`config.mk`:
```
export PLATFORM = sky130hd
export DESIGN_NAME = async_fifo_gray_ptr
export DESIGN_NICKNAME = d
export VERILOG_FILES = /design/src/rtl/async_fifo_pkg.sv /design/src/rtl/async_fifo_gcodetobin.sv /design/src/rtl/async_fifo_gray_ptr.sv
export SDC_FILE = /design/constraint.sdc
export NUM_CORES = 1
export LEC_CHECK = 0
export CAP_MARGIN = 30
export CORE_UTILIZATION = 25
export CTS_BUF_LIST = sky130_fd_sc_hd__clkbuf_8 sky130_fd_sc_hd__clkbuf_16
export DETAILED_ROUTE_END_ITERATION = 10
export PLACE_DENSITY = 0.5
export SYNTH_ARGS = -nofsm -noshare
export SYNTH_HDL_FRONTEND = slang
export SYNTH_SLANG_ARGS = --single-unit
```
`constraint.sdc`:
```
create_clock -name clk -period 3.1 [get_ports clk]
set_input_delay 0.31 -clock clk [delete_from_list [all_inputs] [get_ports clk]]
set_output_delay 0.31 -clock clk [all_outputs]
set_load 0.05 [all_outputs]
```
`src/rtl/async_fifo_pkg.sv`:
```
// Shared definitions for the asynchronous FIFO pointer logic.
// Holds the default geometry, the legal synchroniser depth range and a
// Gray <-> binary conversion pair usable at any width up to 32 bits
// (narrower values are zero-extended; leading zeros do not affect either
// conversion).
package async_fifo_pkg;

  localparam int DEFAULT_ADDR_WIDTH  = 3;
  localparam int DEFAULT_SYNC_STAGES = 2;
  localparam int SYNC_STAGES_MIN     = 2;
  localparam int SYNC_STAGES_MAX     = 4;
  localparam int MAX_PTR_WIDTH       = 32;

  function automatic logic [MAX_PTR_WIDTH-1:0] bin2gray(input logic [MAX_PTR_WIDTH-1:0] b);
    return b ^ (b >> 1);
  endfunction

  function automatic logic [MAX_PTR_WIDTH-1:0] gray2bin(input logic [MAX_PTR_WIDTH-1:0] g);
    logic [MAX_PTR_WIDTH-1:0] b;
    b[MAX_PTR_WIDTH-1] = g[MAX_PTR_WIDTH-1];
    for (int i = MAX_PTR_WIDTH-2; i >= 0; i--) begin
      b[i] = b[i+1] ^ g[i];
    end
    return b;
  endfunction

endpackage

```
`src/rtl/async_fifo_gcodetobin.sv`:
```
// Combinational Gray-code to binary decoder.
// Ports:
//   gray_in [SIGNAL_WIDTH-1:0]  Gray-coded value
//   bin_out [SIGNAL_WIDTH-1:0]  binary equivalent
// Each binary bit is the XOR of the Gray bits at and above its position,
// which is the unrolled form of b[i] = b[i+1] ^ g[i].
module async_fifo_gcodetobin #(
  parameter int SIGNAL_WIDTH = 4
) (
  input  logic [SIGNAL_WIDTH-1:0] gray_in,
  output logic [SIGNAL_WIDTH-1:0] bin_out
);

  for (genvar i = 0; i < SIGNAL_WIDTH; i++) begin : g_bit
    assign bin_out[i] = ^(gray_in >> i);
  end

endmodule

```
`src/rtl/async_fifo_gray_ptr.sv`:
```
// One side (write or read) of an asynchronous FIFO pointer pair.
// Keeps the local binary and Gray pointers, synchronises the remote Gray
// pointer into this clock domain and produces a registered full/empty flag.
// Ports:
//   clk          clock, all flops on the rising edge
//   rst          synchronous active-high reset
//   inc          request to advance the local pointer
//   remote_gptr  Gray pointer from the other domain (asynchronous)
//   addr         RAM address (low bits of bin_ptr)
//   bin_ptr      registered local binary pointer
//   gray_ptr     registered local Gray pointer, exported to the other domain
//   remote_bptr  binary decode of the last synchroniser stage
//   flag         registered full (IS_WRITE=1) or empty (IS_WRITE=0)
//   err          sticky: inc requested while flag was set
module async_fifo_gray_ptr
  import async_fifo_pkg::*;
#(
  parameter int  ADDR_WIDTH  = DEFAULT_ADDR_WIDTH,
  parameter int  SYNC_STAGES = DEFAULT_SYNC_STAGES,
  parameter int  IS_WRITE    = 1,
  localparam int PW          = ADDR_WIDTH + 1
) (
  input  logic                  clk,
  input  logic                  rst,
  input  logic                  inc,
  input  logic [PW-1:0]         remote_gptr,
  output logic [ADDR_WIDTH-1:0] addr,
  output logic [PW-1:0]         bin_ptr,
  output logic [PW-1:0]         gray_ptr,
  output logic [PW-1:0]         remote_bptr,
  output logic                  flag,
  output logic                  err
);

  if (SYNC_STAGES < SYNC_STAGES_MIN || SYNC_STAGES > SYNC_STAGES_MAX) begin : g_bad_sync
    $error("async_fifo_gray_ptr: SYNC_STAGES must be in 2..4");
  end
  if (ADDR_WIDTH < 1 || PW > MAX_PTR_WIDTH) begin : g_bad_addr
    $error("async_fifo_gray_ptr: ADDR_WIDTH must be in 1..31");
  end

  // Full when the pointers are one lap apart: the two MSBs of the Gray
  // codes differ and the rest match.
  localparam logic [PW-1:0] FULL_MASK = PW'(3) << (PW - 2);

  logic [PW-1:0] bin_q,  bin_d;
  logic [PW-1:0] gray_q, gray_d;
  logic          flag_q, flag_d;
  logic          err_q,  err_d;
  logic [PW-1:0] sync_q [SYNC_STAGES];
  logic [PW-1:0] sync_d [SYNC_STAGES];
  logic [PW-1:0] rsync;
  logic          accept;

  assign rsync = sync_q[SYNC_STAGES-1];

  // Plain shift chain: nothing may sit between the stages.
  always_comb begin
    sync_d[0] = remote_gptr;
    for (int i = 1; i < SYNC_STAGES; i++) begin
      sync_d[i] = sync_q[i-1];
    end
  end

  // The flag is evaluated against the post-increment pointer so that the
  // increment which fills/empties the FIFO raises the flag on the same edge.
  always_comb begin
    accept = inc & ~flag_q;
    bin_d  = bin_q + PW'(accept);
    gray_d = PW'(bin2gray(MAX_PTR_WIDTH'(bin_d)));
    err_d  = err_q | (inc & flag_q);
    if (IS_WRITE != 0) begin
      flag_d = (gray_d == (rsync ^ FULL_MASK));
    end else begin
      flag_d = (gray_d == rsync);
    end
  end

  always_ff @(posedge clk) begin
    if (rst) begin
      bin_q  <= '0;
      gray_q <= '0;
      err_q  <= 1'b0;
      flag_q <= (IS_WRITE == 0);
      for (int i = 0; i < SYNC_STAGES; i++) begin
        sync_q[i] <= '0;
      end
    end else begin
      bin_q  <= bin_d;
      gray_q <= gray_d;
      err_q  <= err_d;
      flag_q <= flag_d;
      for (int i = 0; i < SYNC_STAGES; i++) begin
        sync_q[i] <= sync_d[i];
      end
    end
  end

  async_fifo_gcodetobin #(
    .SIGNAL_WIDTH(PW)
  ) u_gcodetobin (
    .gray_in(rsync),
    .bin_out(remote_bptr)
  );

  assign addr     = bin_q[ADDR_WIDTH-1:0];
  assign bin_ptr  = bin_q;
  assign gray_ptr = gray_q;
  assign flag     = flag_q;
  assign err      = err_q;

endmodule
```
==> results of run 1 <==
routing by layer:
metal / up-vias / routed length (µm)
met5: - / 0
met4: 0 / 15
met3: 2 / 115
met2: 20 / 508
met1: 201 / 482
li1: 229 / -
state kept, by name, indices dropped and copies added, names as in the netlist:
register,flops
bin_ptr,4
sync_q,8
err,1
flag,1
gray_ptr,3
how the worst min path moves through the flow:
stage                    to  slack (ns)  depth (start not counted)
2_1_floorplan  sync_q[0][0]        0.38                          1
3_3_place_gp   sync_q[0][6]        0.42                          1
3_5_place_dp   sync_q[0][5]        0.42                          1
4_1_cts        sync_q[0][5]        0.44                          1
5_1_grt        sync_q[0][4]        0.46                          1
6_report       sync_q[0][4]        0.44                          1
cell usage in the layout, fill, tap and decap left out:
cell type        count
clkdlybuf4s50_1     23
dfxtp_1             17
nor2b_1             12
xnor2_1              5
nor2_1               5
xor2_1               4
xnor3_1              3
clkbuf_8             3
ha_1                 2
xor2_2               1
nand3_1              1
xor3_1               1
nand2b_1             1
a21boi_0             1
nor4_2               1
a21oi_1              1
clkinvlp_4           1
per-stage QoR:
step                      power (W)  worst slack [ns]  instance area, µm²  std cells
after detailed placement   0.000380             0.878                 951        109
after floorplan            0.000340             0.150                 723         61
after CTS                  0.000548             0.621                1000        113
after global placement     0.000378             0.880                 951        109
final                      0.000539             0.669                1000        113
after global routing       0.000571             0.536                1000        113
layout make-up:
| cell class | instances | area, µm² |
|---|---|---|
| repair buffers | 23 | 230 |
| flip-flops and latches | 17 | 340 |
| well taps | 31 | 38.8 |
| clock buffers | 3 | 41.3 |
| clock inverters | 1 | 7.51 |
| multi-input cells | 38 | 342 |
| fillers | 278 | 1730 |
power groups by stage:
| stage | registers [W] | clock network (W) | logic (W) |
|---|---|---|---|
| global placement | 0.000242 | 0 | 0.000136 |
| global route | 0.000238 | 0.000188 | 0.000144 |
| floorplan | 0.000265 | 0 | 0.0000747 |
| CTS | 0.000237 | 0.000173 | 0.000138 |
| detailed placement | 0.000242 | 0 | 0.000138 |
| finish | 0.000237 | 0.000166 | 0.000136 |
worst max-delay path: cells and delay by family, from the launching register on:
kind                      cells  cell delay [ns]
xor gates and xnor gates      3             0.67
buffers and inverters         1             0.82
DFF                           1             0.38
cell families (layout without fill, tap and decap cells):
| logic type | count (synthesis) | after routing |
|---|---|---|
| adder cells (fa/ha/maj) | 2 | 2 |
| XOR/XNOR | 14 | 14 |
| AND/OR/NAND/NOR | 20 | 20 |
| buffers and inverters | 6 | 27 |
| flip-flops | 17 | 17 |
| AO/OA/AOI/OAI | 2 | 2 |
==> impl_metrics.py, run 1 <==
metrics = {
    "critical_path": {
        "critPathCaptureType": "primary output",
        "crit_path_end": "remote_bptr[0]",
        "critPathMaxStageDelay_ns": 0.82,
        "r2r_setup_slack_ns": 1.38,
        "r2r-end": "flag",
        "required_ns": 2.79,
        "crit_path_frequent_cell": "xor2_1",
        "path_class": "reg -> out",
        "start_kind": "flip-flop",
        "worstPathMaxFanout": 3,
        "path_cells": "xor2_1 > xor2_2 > xor2_1 > clkdlybuf4s50_1",
        "worstPathArrival_ns": 2.12,
        "crit_start": "sync_q[0][7]",
        "r2r_cells": 6,
        "worst_path_max_delay_cell": "clkdlybuf4s50_1",
        "regToRegStartpoint": "flag",
    },
    "clock_tree": {
        "cts_tree": "built",
        "cts.sinks": 17,
        "cts_root_buffer": "clkbuf_8",
        "htreeDepth": 1,
        "cts_buffers": 3,
        "cts_setup_buffers": 0,
        "ctsHoldBuffers": 0,
        "insertion_delay_ns": 0.25,
        "ctsResizeCount": 0,
        "cts_buffer_depth": 2,
        "cts.clk_slew.worst_paths_ns": 0.07,
    },
    "power_and_ir_drop": {
        "ir_drop_mv": 0.395,
        "p_int_w": 0.000377,
        "p_sw_frac": 0.301,
        "power.share.clock": 0.309,
        "p_per_area_nw_per_um2": 539,
        "leakage_nw": 0.397,
        "p_seq_frac": 0.439,
        "power_frac_comb": 0.252,
        "power_switching_w": 0.000162,
    },
    "grt": {
        "grt_pass1_vias": 449,
        "grt_pass1_wl_um": 1980,
        "globalRouteOverflowTotal": 0,
        "grtUsageTotal": 0.0888,
        "gr-usage-met3": 0.0609,
        "grt-busiest-layer": "met2",
        "grt_use_met2": 0.134,
        "grt_max_degree": 18,
        "antenna_found_initial": 0,
        "use_met1": 0.0893,
    },
    "logic_synthesis": {
        "synth-xor-area-share": 0.250,
        "synth_seq_area_share": 0.476,
        "synthAdderAreaFrac": 0.0350,
        "synth-main-ff-cell": "dfxtp_1",
        "ys_ff_latch": 17,
        "synth_common_cells": "dfxtp_1, nor2b_1",
        "synth_top_family_by_area": "XOR/XNOR gates",
        "yosysWarnings": 0,
        "synth.area.top_cells": "dfxtp_1, nor2b_1, xnor3_1, xnor2_1, xor2_1",
        "synth_edf_count": 0,
        "synthSimpleGateAreaFrac": 0.164,
        "synthMuxAreaShare": 0,
        "synthArstFlopShare": 0,
        "synth_cell_type_count": 15,
        "synth_area_um2": 716,
        "post-synth-top-area-fraction": 0.476,
        "syn-instance-count": 61,
        "synth-compound-area-share": 0.0175,
        "yosysMostFrequentCell": "dfxtp_1",
        "avgSynthCellArea_um2": 11.7,
        "syn-num-nets": 70,
        "yosys.area.top_type": "dfxtp_1",
    },
    "timing": {
        "relSlewSlack": 0.612,
        "rsz0062_at_grt": "no",
        "skew_ns": 0.00486,
        "slew_violations": 0,
        "setup_viol": 0,
        "setup_tns_ns": 0,
        "max_freq_mhz": 411,
        "hold_slack_ns": 0.438,
        "finalHoldViolations": 0,
        "timing.final.crit_share": 0.784,
        "period_needed_ns": 2.43,
        "tightest_slew_ns": 0.580,
    },
    "place": {
        "numPortBuffers": 23,
        "dp_hpwl_um": 842,
        "place_congestion": 0.718,
    },
    "drt": {
        "wl_per_cell_um": 9.93,
        "routed_wl_um": 1120,
        "via_per_inst": 4.00,
        "drt-pass1-iter-count": 4,
        "ant_nets": 0,
        "remaining_drc_errors": 0,
        "drt_iter0_markers": 12,
        "num_vias": 452,
    },
    "outcome": {
        "status": "finished clean",
    },
    "job": {
        "drv_cap": 0,
    },
    "floorplan": {
        "num_rows": 19,
        "io_pins": 24,
        "start_util": 0.262,
        "die-area_um2": 3080,
        "die_w_um": 55.5,
        "die_y_um": 55.5,
        "core_area_um2": 2730,
    },
    "hold_path": {
        "hold_path_class": "reg -> reg",
        "holdCritStartpoint": "sync_q[0][0]",
    },
    "finish": {
        "finalNetCount": 92,
        "antenna_cells": 0,
        "areaGrowthSynthToFinish_pct": 39.7,
        "drive_above_1_share": 0.0732,
        "fin_util": 0.366,
    },
}
Note: power is estimated with default switching activity, not from simulation.
==> run 2, diff against run 1 <==
--- a/config.mk
+++ b/config.mk
@@ -9,7 +9,7 @@
 export CORE_UTILIZATION = 25
 export CTS_BUF_LIST = sky130_fd_sc_hd__clkbuf_8 sky130_fd_sc_hd__clkbuf_16
 export DETAILED_ROUTE_END_ITERATION = 10
-export PLACE_DENSITY = 0.5
+export PLACE_DENSITY = 0.52
 export SYNTH_ARGS = -nofsm -noshare
 export SYNTH_HDL_FRONTEND = slang
 export SYNTH_SLANG_ARGS = --single-unit
==> constraint.sdc (replaced) <==
create_clock -name clk -period 2.07 [get_ports clk]
set_input_delay 0.207 -clock clk [delete_from_list [all_inputs] [get_ports clk]]
set_output_delay 0.207 -clock clk [all_outputs]
set_load 0.05 [all_outputs]
==> impl_metrics.py, run 2 (same netlist as run 1, synthesis figures left out) <==
metrics = {
    "outcome": {
        "status": "finished clean",
    },
    "power_and_ir_drop": {
        "p_int_w": 0.000572,
        "p_sw_frac": 0.296,
        "power_frac_comb": 0.268,
        "power.share.clock": 0.293,
        "p_seq_frac": 0.439,
        "power_switching_w": 0.000241,
        "p_per_area_nw_per_um2": 766,
        "leakage_nw": 0.430,
        "ir_drop_mv": 0.539,
        "total_power_w": 0.000812,
    },
    "clock_tree": {
        "ctsHoldBuffers": 0,
        "cts_root_buffer": "clkbuf_8",
        "ctsResizeCount": 0,
        "cts_buffer_depth": 2,
        "htreeDepth": 1,
        "cts_setup_buffers": 0,
        "cts_buffers": 3,
        "insertion_delay_ns": 0.25,
        "cts.sinks": 17,
        "cts.clk_slew.worst_paths_ns": 0.06,
        "cts_tree": "built",
    },
    "place": {
        "numPortBuffers": 23,
        "dp.cells": 112,
        "place_congestion": 0.654,
        "dp_hpwl_um": 841,
        "post-place-ws_ns": 0.0101,
    },
    "timing": {
        "setup_tns_ns": 0,
        "fin_ws_ns": 0.284,
        "finalHoldViolations": 0,
        "skew_ns": 0.00394,
        "slew_violations": 0,
        "relSlewSlack": 0.666,
        "period_needed_ns": 1.79,
        "setup_viol": 0,
        "max_freq_mhz": 560,
        "timing.final.crit_share": 0.863,
        "tightest_slew_ns": 0.499,
        "rsz0062_at_grt": "no",
    },
    "hold_path": {
        "hold_depth": 1,
        "holdCritStartpoint": "sync_q[0][0]",
        "min_to": "sync_q[0][4]",
        "hold_path_class": "reg -> reg",
    },
    "critical_path": {
        "path_class": "in -> reg",
        "r2r_setup_slack_ns": 0.38,
        "regToRegStartpoint": "flag",
        "worstPathMaxFanout": 4,
        "required_ns": 2.24,
        "worstPathArrival_ns": 1.96,
        "start_kind": "input pin",
        "r2r_cells": 6,
        "r2r-end": "flag",
        "critPathCaptureType": "flip-flop",
    },
    "grt": {
        "grt_pass1_vias": 436,
        "grtUsageTotal": 0.0804,
        "antenna_found_initial": 0,
        "grt_max_degree": 11,
        "grt_pass1_wl_um": 1880,
        "globalRouteOverflowTotal": 0,
    },
    "floorplan": {
        "start_util": 0.262,
        "die_w_um": 55.5,
        "core_area_um2": 2730,
        "io_pins": 24,
        "die_y_um": 55.5,
        "die-area_um2": 3080,
        "num_rows": 19,
    },
    "finish": {
        "antenna_cells": 0,
        "final_cell_mix": "clkdlybuf4s50_1, dfxtp_1, nor2b_1",
        "top_register": "sync_q",
        "fin_util": 0.388,
        "finalNetCount": 95,
        "stdcell_count": 116,
        "areaGrowthSynthToFinish_pct": 48.3,
        "layout_commonest_cell": "clkdlybuf4s50_1",
        "drive_above_1_share": 0.153,
        "largest_register_ffs": 8,
    },
    "drt": {
        "ant_nets": 0,
        "via_per_inst": 4.03,
        "num_vias": 467,
        "routed_wl_um": 1110,
        "remaining_drc_errors": 0,
        "drt_iter0_markers": 8,
        "drt-pass1-iter-count": 4,
        "wl_per_cell_um": 9.57,
    },
    "job": {
        "drv_cap": 0,
    },
}
-- run 2: cell count changes in the layout (fill, tap and decap cells not counted), sizes merged --
cell           delta
clkdlybuf4s50     -3
buf               +6
inv               +1
clkinvlp          -1
-- run 2: worst max-delay path by stage --
stage	slack, ns	depth (start not counted)	end	start
6_report	0.28	7	flag	inc
2_1_floorplan	0.03	3	remote_bptr[0]	sync_q[0][7]
3_5_place_dp	0.01	7	flag	inc
3_3_place_gp	0.01	7	flag	inc
5_1_grt	0.14	7	flag	inc
4_1_cts	0.27	7	flag	inc
-- run 2: area by class of cell --
type / instances / area, µm²
Timing Repair Buffer: 26 / 258
Multi-Input combinational cell: 38 / 379
Clock buffer: 3 / 41.3
Tap cell: 31 / 38.8
Sequential cell: 17 / 340
Clock inverter: 1 / 3.75
Fill cell: 269 / 1670
-- run 2: through the flow --
| step | hold WS [ns] | cell area [µm²] |
|---|---|---|
| final | 0.437 | 1060 |
| after floorplan | 0.279 | 761 |
| after global placement | 0.420 | 1020 |
| after detailed placement | 0.427 | 1020 |
| after CTS | 0.442 | 1060 |
| after global routing | 0.463 | 1060 |
-- run 2: worst max-delay path: stages --
cell	delay (ns)
clkdlybuf4s50_1	0.41
nor2b_1	0.13
ha_1	0.19
ha_1	0.34
xnor3_1	0.39
nand2b_1	0.07
nor4_2	0.22
-- run 2: metal layers --
metal / up-vias / track usage / wire, µm
li1: 234 / - / -
met1: 214 / 0.0952 / 502
met2: 17 / 0.122 / 513
met3: 2 / 0.0492 / 80
met4: 0 / 0.0214 / 13
met5: - / 0 / 0
-- run 2: power by group through the flow --
stage                     logic, W  clock network, W  registers [W]
after floorplan           0.000117                 0       0.000399
after global placement    0.000219                 0       0.000364
after detailed placement  0.000220                 0       0.000364
after CTS                 0.000220          0.000246       0.000357
after global routing      0.000230          0.000264       0.000359
final                     0.000218          0.000238       0.000357
